===== config.mk =====
export PLATFORM = sky130hd
export DESIGN_NAME = serializer
export DESIGN_NICKNAME = d
export VERILOG_FILES = /design/src/rtl/serializer_pkg.sv /design/src/rtl/serializer_reg.sv /design/src/rtl/serializer.sv
export SDC_FILE = /design/constraint.sdc
export NUM_CORES = 1
export LEC_CHECK = 0
export CAP_MARGIN = 10
export CELL_PAD_IN_SITES_DETAIL_PLACEMENT = 0
export CELL_PAD_IN_SITES_GLOBAL_PLACEMENT = 1
export CORE_MARGIN = 4
export CORE_UTILIZATION = 36
export DETAILED_ROUTE_END_ITERATION = 10
export PLACE_DENSITY_LB_ADDON = 0.15
export SKIP_LAST_GASP = 1
export SLEW_MARGIN = 30
export SYNTH_ARGS = -nofsm -noshare
export SYNTH_HDL_FRONTEND = slang
export SYNTH_SLANG_ARGS = --single-unit

===== constraint.sdc =====
create_clock -name clk -period 3.67 [get_ports clk]
set_clock_uncertainty 0.1 [all_clocks]
set_input_delay 0.734 -clock clk [delete_from_list [all_inputs] [get_ports clk]]
set_output_delay 0.734 -clock clk [all_outputs]
set_load 0.01 [all_outputs]

===== src/rtl/serializer_pkg.sv =====
// Shared definitions for the parallel-to-serial transmitter.
// Holds the FSM state encoding used by serializer.
package serializer_pkg;

  typedef enum logic {
    st_idle  = 1'b0,
    st_shift = 1'b1
  } state_t;

  localparam int default_bus_width = 8;

endpackage : serializer_pkg


===== src/rtl/serializer_reg.sv =====
// Generic enabled register with asynchronous active-low clear.
// Used as the serializer shift register; the caller supplies the next value.
module serializer_reg #(
  parameter int width = 8
) (
  input  logic             clk,
  input  logic             rst,
  input  logic             en,
  input  logic [width-1:0] d,
  output logic [width-1:0] q
);

  // NOTE: the data register is cleared on reset as well, so the serial line
  // never shows stale word bits after an aborted frame.
  always_ff @(posedge clk or negedge rst) begin
    if (!rst) begin
      q <= '0;
    end else if (en) begin
      // NOTE: non-blocking so every flop samples pre-edge values.
      q <= d;
    end
  end

endmodule : serializer_reg


===== src/rtl/serializer.sv =====
// Parallel-to-serial transmitter: loads a word on a valid/ready handshake and
// shifts it out MSB first, one bit per enable tick, pulsing done at the end.
module serializer
  import serializer_pkg::*;
#(
  parameter int bus_width   = default_bus_width,
  parameter int counter_reg = $clog2(bus_width)
) (
  input  logic                 clk,
  input  logic                 rst,
  input  logic                 enable,
  input  logic                 p_valid,
  input  logic [bus_width-1:0] p_data,
  output logic                 p_ready,
  output logic                 s_data,
  output logic                 busy,
  output logic                 done
);

  localparam logic [counter_reg-1:0] last_count = counter_reg'(bus_width - 1);

  state_t                 state;
  state_t                 state_next;
  logic [counter_reg-1:0] count;
  logic                   load;
  logic                   shift_tick;
  logic                   last_tick;
  logic [bus_width-1:0]   sr_q;
  logic [bus_width-1:0]   sr_d;

  always_ff @(posedge clk or negedge rst) begin
    if (!rst) begin
      state <= st_idle;
    end else begin
      state <= state_next;
    end
  end

  always_comb begin
    // NOTE: every output gets a default first so no path infers a latch.
    state_next = state;
    p_ready    = 1'b0;
    busy       = 1'b0;
    load       = 1'b0;
    shift_tick = 1'b0;
    last_tick  = 1'b0;
    case (state)
      st_idle: begin
        // Enable is deliberately ignored here; a load beats a same-cycle tick.
        p_ready = 1'b1;
        if (p_valid) begin
          load       = 1'b1;
          state_next = st_shift;
        end
      end
      st_shift: begin
        busy = 1'b1;
        if (enable) begin
          if (count == last_count) begin
            last_tick  = 1'b1;
            state_next = st_idle;
          end else begin
            shift_tick = 1'b1;
          end
        end
      end
      default: state_next = st_idle;
    endcase
  end

  assign sr_d   = load ? p_data : {sr_q[bus_width-2:0], 1'b0};
  assign s_data = busy & sr_q[bus_width-1];

  serializer_reg #(
    .width(bus_width)
  ) u_shift_reg (
    .clk(clk),
    .rst(rst),
    .en (load | shift_tick),
    .d  (sr_d),
    .q  (sr_q)
  );

  always_ff @(posedge clk or negedge rst) begin
    if (!rst) begin
      count <= '0;
    end else if (load) begin
      count <= '0;
    end else if (shift_tick) begin
      count <= count + counter_reg'(1);
    end
  end

  // Done is high only in the cycle after the final tick, when already idle.
  always_ff @(posedge clk or negedge rst) begin
    if (!rst) begin
      done <= 1'b0;
    end else begin
      done <= last_tick;
    end
  end

endmodule : serializer

==> metrics.md, run 1 <==
| Metric | Value |
|---|---|
| Filler Cell Count | `around 150` |
| Net Sw Frac | `between 30% and 40%` |
| Worst-path maximum fanout | `8` |
| Detail Route Antenna Nets | `0` |
| CP Data Required Time | `approximately 2.8 ns` |
| Core area | `0.00156 mm²` |
| Met3 WL | `69 µm` |
| Slew Viols, Final | `0` |
| Worst hold margin | `0.406 ns` |
| Primary FF master, synth | `dfrtp_1` |
| Top Ports | `16` |
| Reg2Reg Depth | `5` |
| DIE AREA | `~0.0024 mm²` |
| FF-to-FF End | `u_shift_reg.q[3]` |
| Peak supply drop | `~0.28 mV` |
| Via/cell ratio | `between 4 and 5` |
| Skew-Pair Late Insertion Delay | `roughly 0.27 ns` |
| Antenna violations before repair | `0` |
| Placed cells | `93` |
| Run status | `complete, no violations` |
| Hold Crit Depth | `1` |
| Syn_nets | `80` |
| Fin. Hold Viols | `0` |
| Syn Inst Count | `66` |
| Met1 WL | `574 µm` |
| Reg clk slew, reported paths | `around 0.080 ns` |
| # port buffers | `15` |
| P_sw | `between 0.1 and 0.15 mW` |
| Worst-case clock buffer depth | `2` |
| Slew Limit Headroom | `between 50% and 60%` |
| Worst setup EP type | `output port` |
| Pleak | `~0.36 nW` |
| Min Tclk post-route | `between 2 and 2.5 ns` |
| First-pass GRT wire length | `between 1500 and 2000 µm` |
| Layout area overhead | `25.5%` |
| Cells along the critical path | `and2_2 > clkdlybuf4s50_1` |
| Post-CTS Setup Bufs | `0` |
| Die W | `around 50 µm` |
| # resized after CTS | `0` |
| Cell type with the highest aggregate area in the netlist | `dfrtp_1` |
| Max-Cap Viols | `0` |
| Critical path arrival | `roughly 1.4 ns` |
| Synth warn | `0` |
| GP Congestion | `0.715` |
| Most area-consuming cells after synthesis | `dfrtp_1 (53%), nand2_1 (10%), a31oi_1 (6.1%), nor2_1 (5.5%), buf_6 (5.5%)` |
| Post-route insts no fill | `97` |
| RSZ-0062 raised after global routing | `false` |
| Startpoint Class | `flop` |
| Vias in the first global route | `406` |
| Starting density of the core | `between 30 and 40%` |
| Layout cells sized above 1 | `a little under 9%` |
| Htree depth | `1` |
| WL met2 | `roughly 450 µm` |
| HP Class | `flop to flop` |
| Num CTS Buffers | `3` |
| Worst Hold End | `count[0]` |
| R2r startpoint | `count[0]` |
| Pint | `around 0.30 mW` |
| Clock share of power | `19.7%` |
| Post-DR wirelength/cell | `11.5 µm` |
| Crit-path max cell delay | `roughly 0.52 ns` |
| WS Path Type | `flop to output port` |
| Number of hold buffers added after cts | `0` |
| Top cell type's share of synthesized area | `approximately 53%` |
| Slew @ Worst Pin | `0.672 ns` |
| Peak Freq | `between 400 and 500 MHz` |
| Tcrit/Tclk final | `between 60% and 70%` |
| R2r setup slk | `~1.9 ns` |
| Setup-failing EPs final | `0` |
| Mapped Area | `618 µm²` |
| Yosys reg bits | `13` |
| Avg Synthesized Cell Area | `approximately 9.4 µm²` |
| Worst Path Buf+Inv | `1` |
| Diodes inserted | `0` |
| Row count | `14` |
| Final nets | `96` |
| Synth unique cells | `18` |
| Dpl hpwl | `a little under 800 µm` |
| Post-synthesis sequential area ratio | `52.6%` |
| Die Ht | `just under 50 µm` |
| Routed WL | `1120 µm` |
| Final TNS setup | `0 ns` |
| Drt pass-1 iters | `4` |
| Drt first-iter violations | `10` |
| Crit-path slowest cell | `clkdlybuf4s50_1` |
| Sequential share of power | `49.1%` |
| Top layer used by detailed routing | `met4` |
| Grt ovf | `0` |
| Drt drc | `0` |
| Via count | `roughly 460` |
| Post-synth EDFFs | `0` |
| Clock tree sinks | `13` |
| CTS tree | `built` |
| Async set-or-reset flop fraction in the synthesized netlist | `100%` |
| Tot GR Track Use | `between 10% and 20%` |
| Root Driver | `clkbuf_4` |
| PD cells | `~570 mW/mm²` |
| Comb power frac | `between 30% and 40%` |
| HP Start | `count[0]` |
| Pin count of the biggest net entering global routing | `20` |
| Top delay family on crit path | `buffers and inverters` |
==> cell usage after synthesis, types with 2 or more instances <==
master,instances
buf_6,3
ha_1,2
inv_1,2
nand3_1,4
nand2_1,17
dfrtp_1,13
a31oi_1,6
nor2_1,9
==> logic make-up after synthesis <==
logic type / after synthesis / synth area share (%)
simple gates: 36 / 26.1
flops: 13 / 52.6
compound gates: 9 / 9.72
buf+inv: 6 / 7.49
fa+ha+maj: 2 / 4.05
==> stage by stage <==
step                cell area [µm²]  total power [mW]  util [%]  worst slack (ns)
finish                          776             0.439      49.8              1.43
detailed placement              749             0.358      48.1              1.53
global placement                749             0.357      48.1              1.54
CTS                             776             0.446      49.8              1.41
global route                    776             0.480      49.8              1.34
floorplan                       618             0.316         -              2.19
==> metal layers <==
layer / global-route usage, % / vias up
met1: 13.9 / 195
met4: 8.29 / 0
met2: 12.5 / 9
met3: 3.98 / 2
met5: 0 / -
li1: - / 249
==> worst max path at each step <==
stage                 start          endpoint  slack, ns  depth (start not counted)
finish                state            s_data       1.43                          2
floorplan             state            s_data       2.19                          1
global route          state            s_data       1.34                          2
detailed placement  p_valid          count[0]       1.53                          4
CTS                   state            s_data       1.41                          2
global placement    p_valid  u_shift_reg.q[6]       1.54                          4
==> worst reg2reg max path, delay by kind of cell, from the launching register on <==
family	cells	cell delay (ns)
and+or+nand+nor	2	0.62
adders and majority gates	2	0.40
DFF	1	0.40
AOI/OAI and AO/OA	1	0.10
==> registers in the layout (all words and copies together) (netlist names) <==
name / count
count: 3
done: 1
state: 1
u_shift_reg.q: 8
==> area by class of cell <==
class                   instances  area (µm²)  share of cell area [%]
multi-input cells              47         246                    31.8
inverters                       2        7.51                   0.968
well taps                      16        20.0                    2.58
repair buffers                 15         150                    19.4
clock buffers                   4        26.3                    3.39
flip-flops and latches         13         325                    41.9
==> cell usage in the layout (no fill, tap or decap) <==
cell type	instances
inv_1	2
ha_1	2
nand2b_1	1
clkbuf_1	1
a31oi_2	1
nand3_1	4
nand2_2	1
nand2_1	17
clkbuf_4	3
and3b_1	1
clkdlybuf4s50_1	15
a31oi_1	6
and3_2	1
o21ai_0	1
and2_2	1
nor2_1	9
o21ai_1	1
nand3b_1	1
dfrtp_1	13
==> power by group through the flow <==
stage / sequential (mW) / clock, mW / combinational (mW)
floorplan: 0.214 / 0 / 0.102
CTS: 0.216 / 0.0907 / 0.139
global route: 0.222 / 0.0972 / 0.161
detailed placement: 0.218 / 0 / 0.140
finish: 0.216 / 0.0867 / 0.137
global placement: 0.218 / 0 / 0.139
Power figures use the tool's default switching activity.
==> run 2, diff against run 1 <==
CORE_UTILIZATION = 34   (was 36)
clock period = 2.3 ns   (was 3.67 ns; I/O delays follow)
==> run 2 against run 1 <==
  * Core utilization is 4.2 points lower
  * Power increased by 60%
  * Via count increased by 3.5%
  * Count of clock-buffer cells in the layout is the same
  * Critical path depth is the same
  * Wire length grew 0.72%
  * Sequential share of layout area fell by 0.60 points
  * Critical endpoint unchanged
  * Largest cell class unchanged
  * Largest power group unchanged
==> metrics.md, run 2 (same netlist as run 1, synthesis figures left out) <==
| Metric | Value |
|---|---|
| Drt pass-1 iters | `4` |
| Most frequent cells in the layout | `nand2_1 (17), clkdlybuf4s50_1 (15), dfrtp_1 (13)` |
| Row count | `15` |
| DIE AREA | `0.00256 mm²` |
| Tot GR Track Use | `between 10% and 20%` |
| Sequential share of power | `just under 50%` |
| R2r startpoint | `count[0]` |
| Dpl hpwl | `approximately 800 µm` |
| Final nets | `96` |
| Clock tree sinks | `13` |
| Post-CTS Setup Bufs | `0` |
| Slew Viols, Final | `0` |
| # port buffers | `15` |
| Hold Crit Depth | `1` |
| Diodes inserted | `0` |
| HP Start | `count[0]` |
| Worst Hold End | `count[0]` |
| Drt drc | `0` |
| Peak Freq | `between 500 and 600 MHz` |
| Pleak | `about 0.36 nW` |
| Routed WL | `1130 µm` |
| Worst hold margin | `roughly 0.41 ns` |
| First-pass GRT wire length | `approximately 2000 µm` |
| Vias in the first global route | `roughly 430` |
| Reg clk slew, reported paths | `around 0.08 ns` |
| Setup-failing EPs final | `0` |
| Pint | `0.480 mW` |
| Tcrit/Tclk final | `around 86%` |
| Max-Cap Viols | `0` |
| P_sw | `0.224 mW` |
| RSZ-0062 raised after global routing | `false` |
| Grt ovf | `0` |
| Core area | `about 0.0017 mm²` |
| Slew Limit Headroom | `55.5%` |
| Worst-path maximum fanout | `8` |
| CP Data Required Time | `about 1.7 ns` |
| Via count | `471` |
| Largest register FFs | `8` |
| Layout area overhead | `27.3%` |
| Placement Setup Slack | `around 0.41 ns` |
| Peak supply drop | `0.477 mV` |
| Number of hold buffers added after cts | `0` |
| Via/cell ratio | `~4.4` |
| Final TNS setup | `0 ns` |
| Htree depth | `1` |
| Skew-Pair Late Insertion Delay | `~0.28 ns` |
| Die Ht | `slightly above 50 µm` |
| Crit-path slowest cell | `clkdlybuf4s50_1` |
| Worst-case clock buffer depth | `2` |
| Startpoint Class | `flop` |
| FF-to-FF End | `u_shift_reg.q[6]` |
| Worst Path Buf+Inv | `1` |
| Most common library cell in the layout ignoring fill and taps | `nand2_1` |
| Detail Route Antenna Nets | `0` |
| Die W | `about 51 µm` |
| Top Ports | `16` |
| Net Sw Frac | `31.8%` |
| Setup slack after layout | `about 0.33 ns` |
| HP Class | `flop to flop` |
| Critical path arrival | `1.41 ns` |
| Fin. Hold Viols | `0` |
| Reg2Reg Depth | `5` |
| WS Path Type | `flop to output port` |
| GP Congestion | `~0.67` |
| Min Tclk post-route | `~2 ns` |
| Starting density of the core | `a little over a third` |
| CTS tree | `built` |
| Pin count of the biggest net entering global routing | `20` |
| Drt first-iter violations | `11` |
| Layout cells sized above 1 | `8.64%` |
| Regs by FF count | `u_shift_reg.q: 8 flops, count: 3 flops` |
| Cells along the critical path | `and2_2 > clkdlybuf4s50_1` |
| Top delay family on crit path | `buffers and inverters` |
| Antenna violations before repair | `0` |
| Root Driver | `clkbuf_4` |
| # resized after CTS | `0` |
| Clock share of power | `roughly a fifth` |
| Slew @ Worst Pin | `~0.67 ns` |
| Layout Utilization | `45.6%` |
| Num CTS Buffers | `3` |
| R2r setup slk | `0.58 ns` |
| PD cells | `approximately 900 mW/mm²` |
| Largest Register | `u_shift_reg.q` |
| Post-DR wirelength/cell | `~11 µm` |
| Run status | `complete, no violations` |
| Crit-path max cell delay | `0.52 ns` |
| Worst setup EP type | `output port` |
| Comb power frac | `30.7%` |
-- run 2: cell counts in the layout (fill, tap and decap cells not counted) --
Identical to the previous run, type by type.
-- run 2: metal layers --
metal  track usage (%)  part of all wire (%)  vias to the layer above  wire length [µm]
met1              14.0                    45                      209               508
met4              4.04                   1.2                        0                14
met5                 0                     0                        -                 0
met3              7.12                   8.0                        3                90
li1                  -                     -                      247                 -
met2              14.3                    46                       12               513
-- run 2: layout make-up --
type | count | area (µm²)
Clock buffer | 4 | 26.3
Fill cell | 191 | 940
Inverter | 2 | 7.51
Multi-Input combinational cell | 47 | 246
Sequential cell | 13 | 325
Tap cell | 25 | 31.3
Timing Repair Buffer | 15 | 150
-- run 2: how the worst max path moves through the flow --
stage | start | end | slack [ns] | depth (start not counted)
floorplan | count[0] | u_shift_reg.q[6] | 0.84 | 6
global route | state | s_data | 0.24 | 2
finish | state | s_data | 0.33 | 2
CTS | state | s_data | 0.30 | 2
global placement | p_valid | u_shift_reg.q[6] | 0.44 | 4
detailed placement | p_valid | count[0] | 0.41 | 4
-- run 2: through the flow --
| step | instance area (µm²) | std cells | power [mW] |
|---|---|---|---|
| after detailed placement | 761 | 102 | 0.574 |
| after global routing | 787 | 106 | 0.776 |
| after CTS | 787 | 106 | 0.719 |
| after floorplan | 618 | 66 | 0.504 |
| after global placement | 761 | 102 | 0.570 |
| final | 787 | 106 | 0.704 |
-- run 2: power groups by stage --
stage                     registers, mW  logic, mW  clock network (mW)
after detailed placement          0.350      0.224                   0
after floorplan                   0.341      0.163                   0
after global placement            0.350      0.220                   0
after global routing              0.359      0.254               0.163
final                             0.345      0.216               0.143
after CTS                         0.346      0.223               0.150
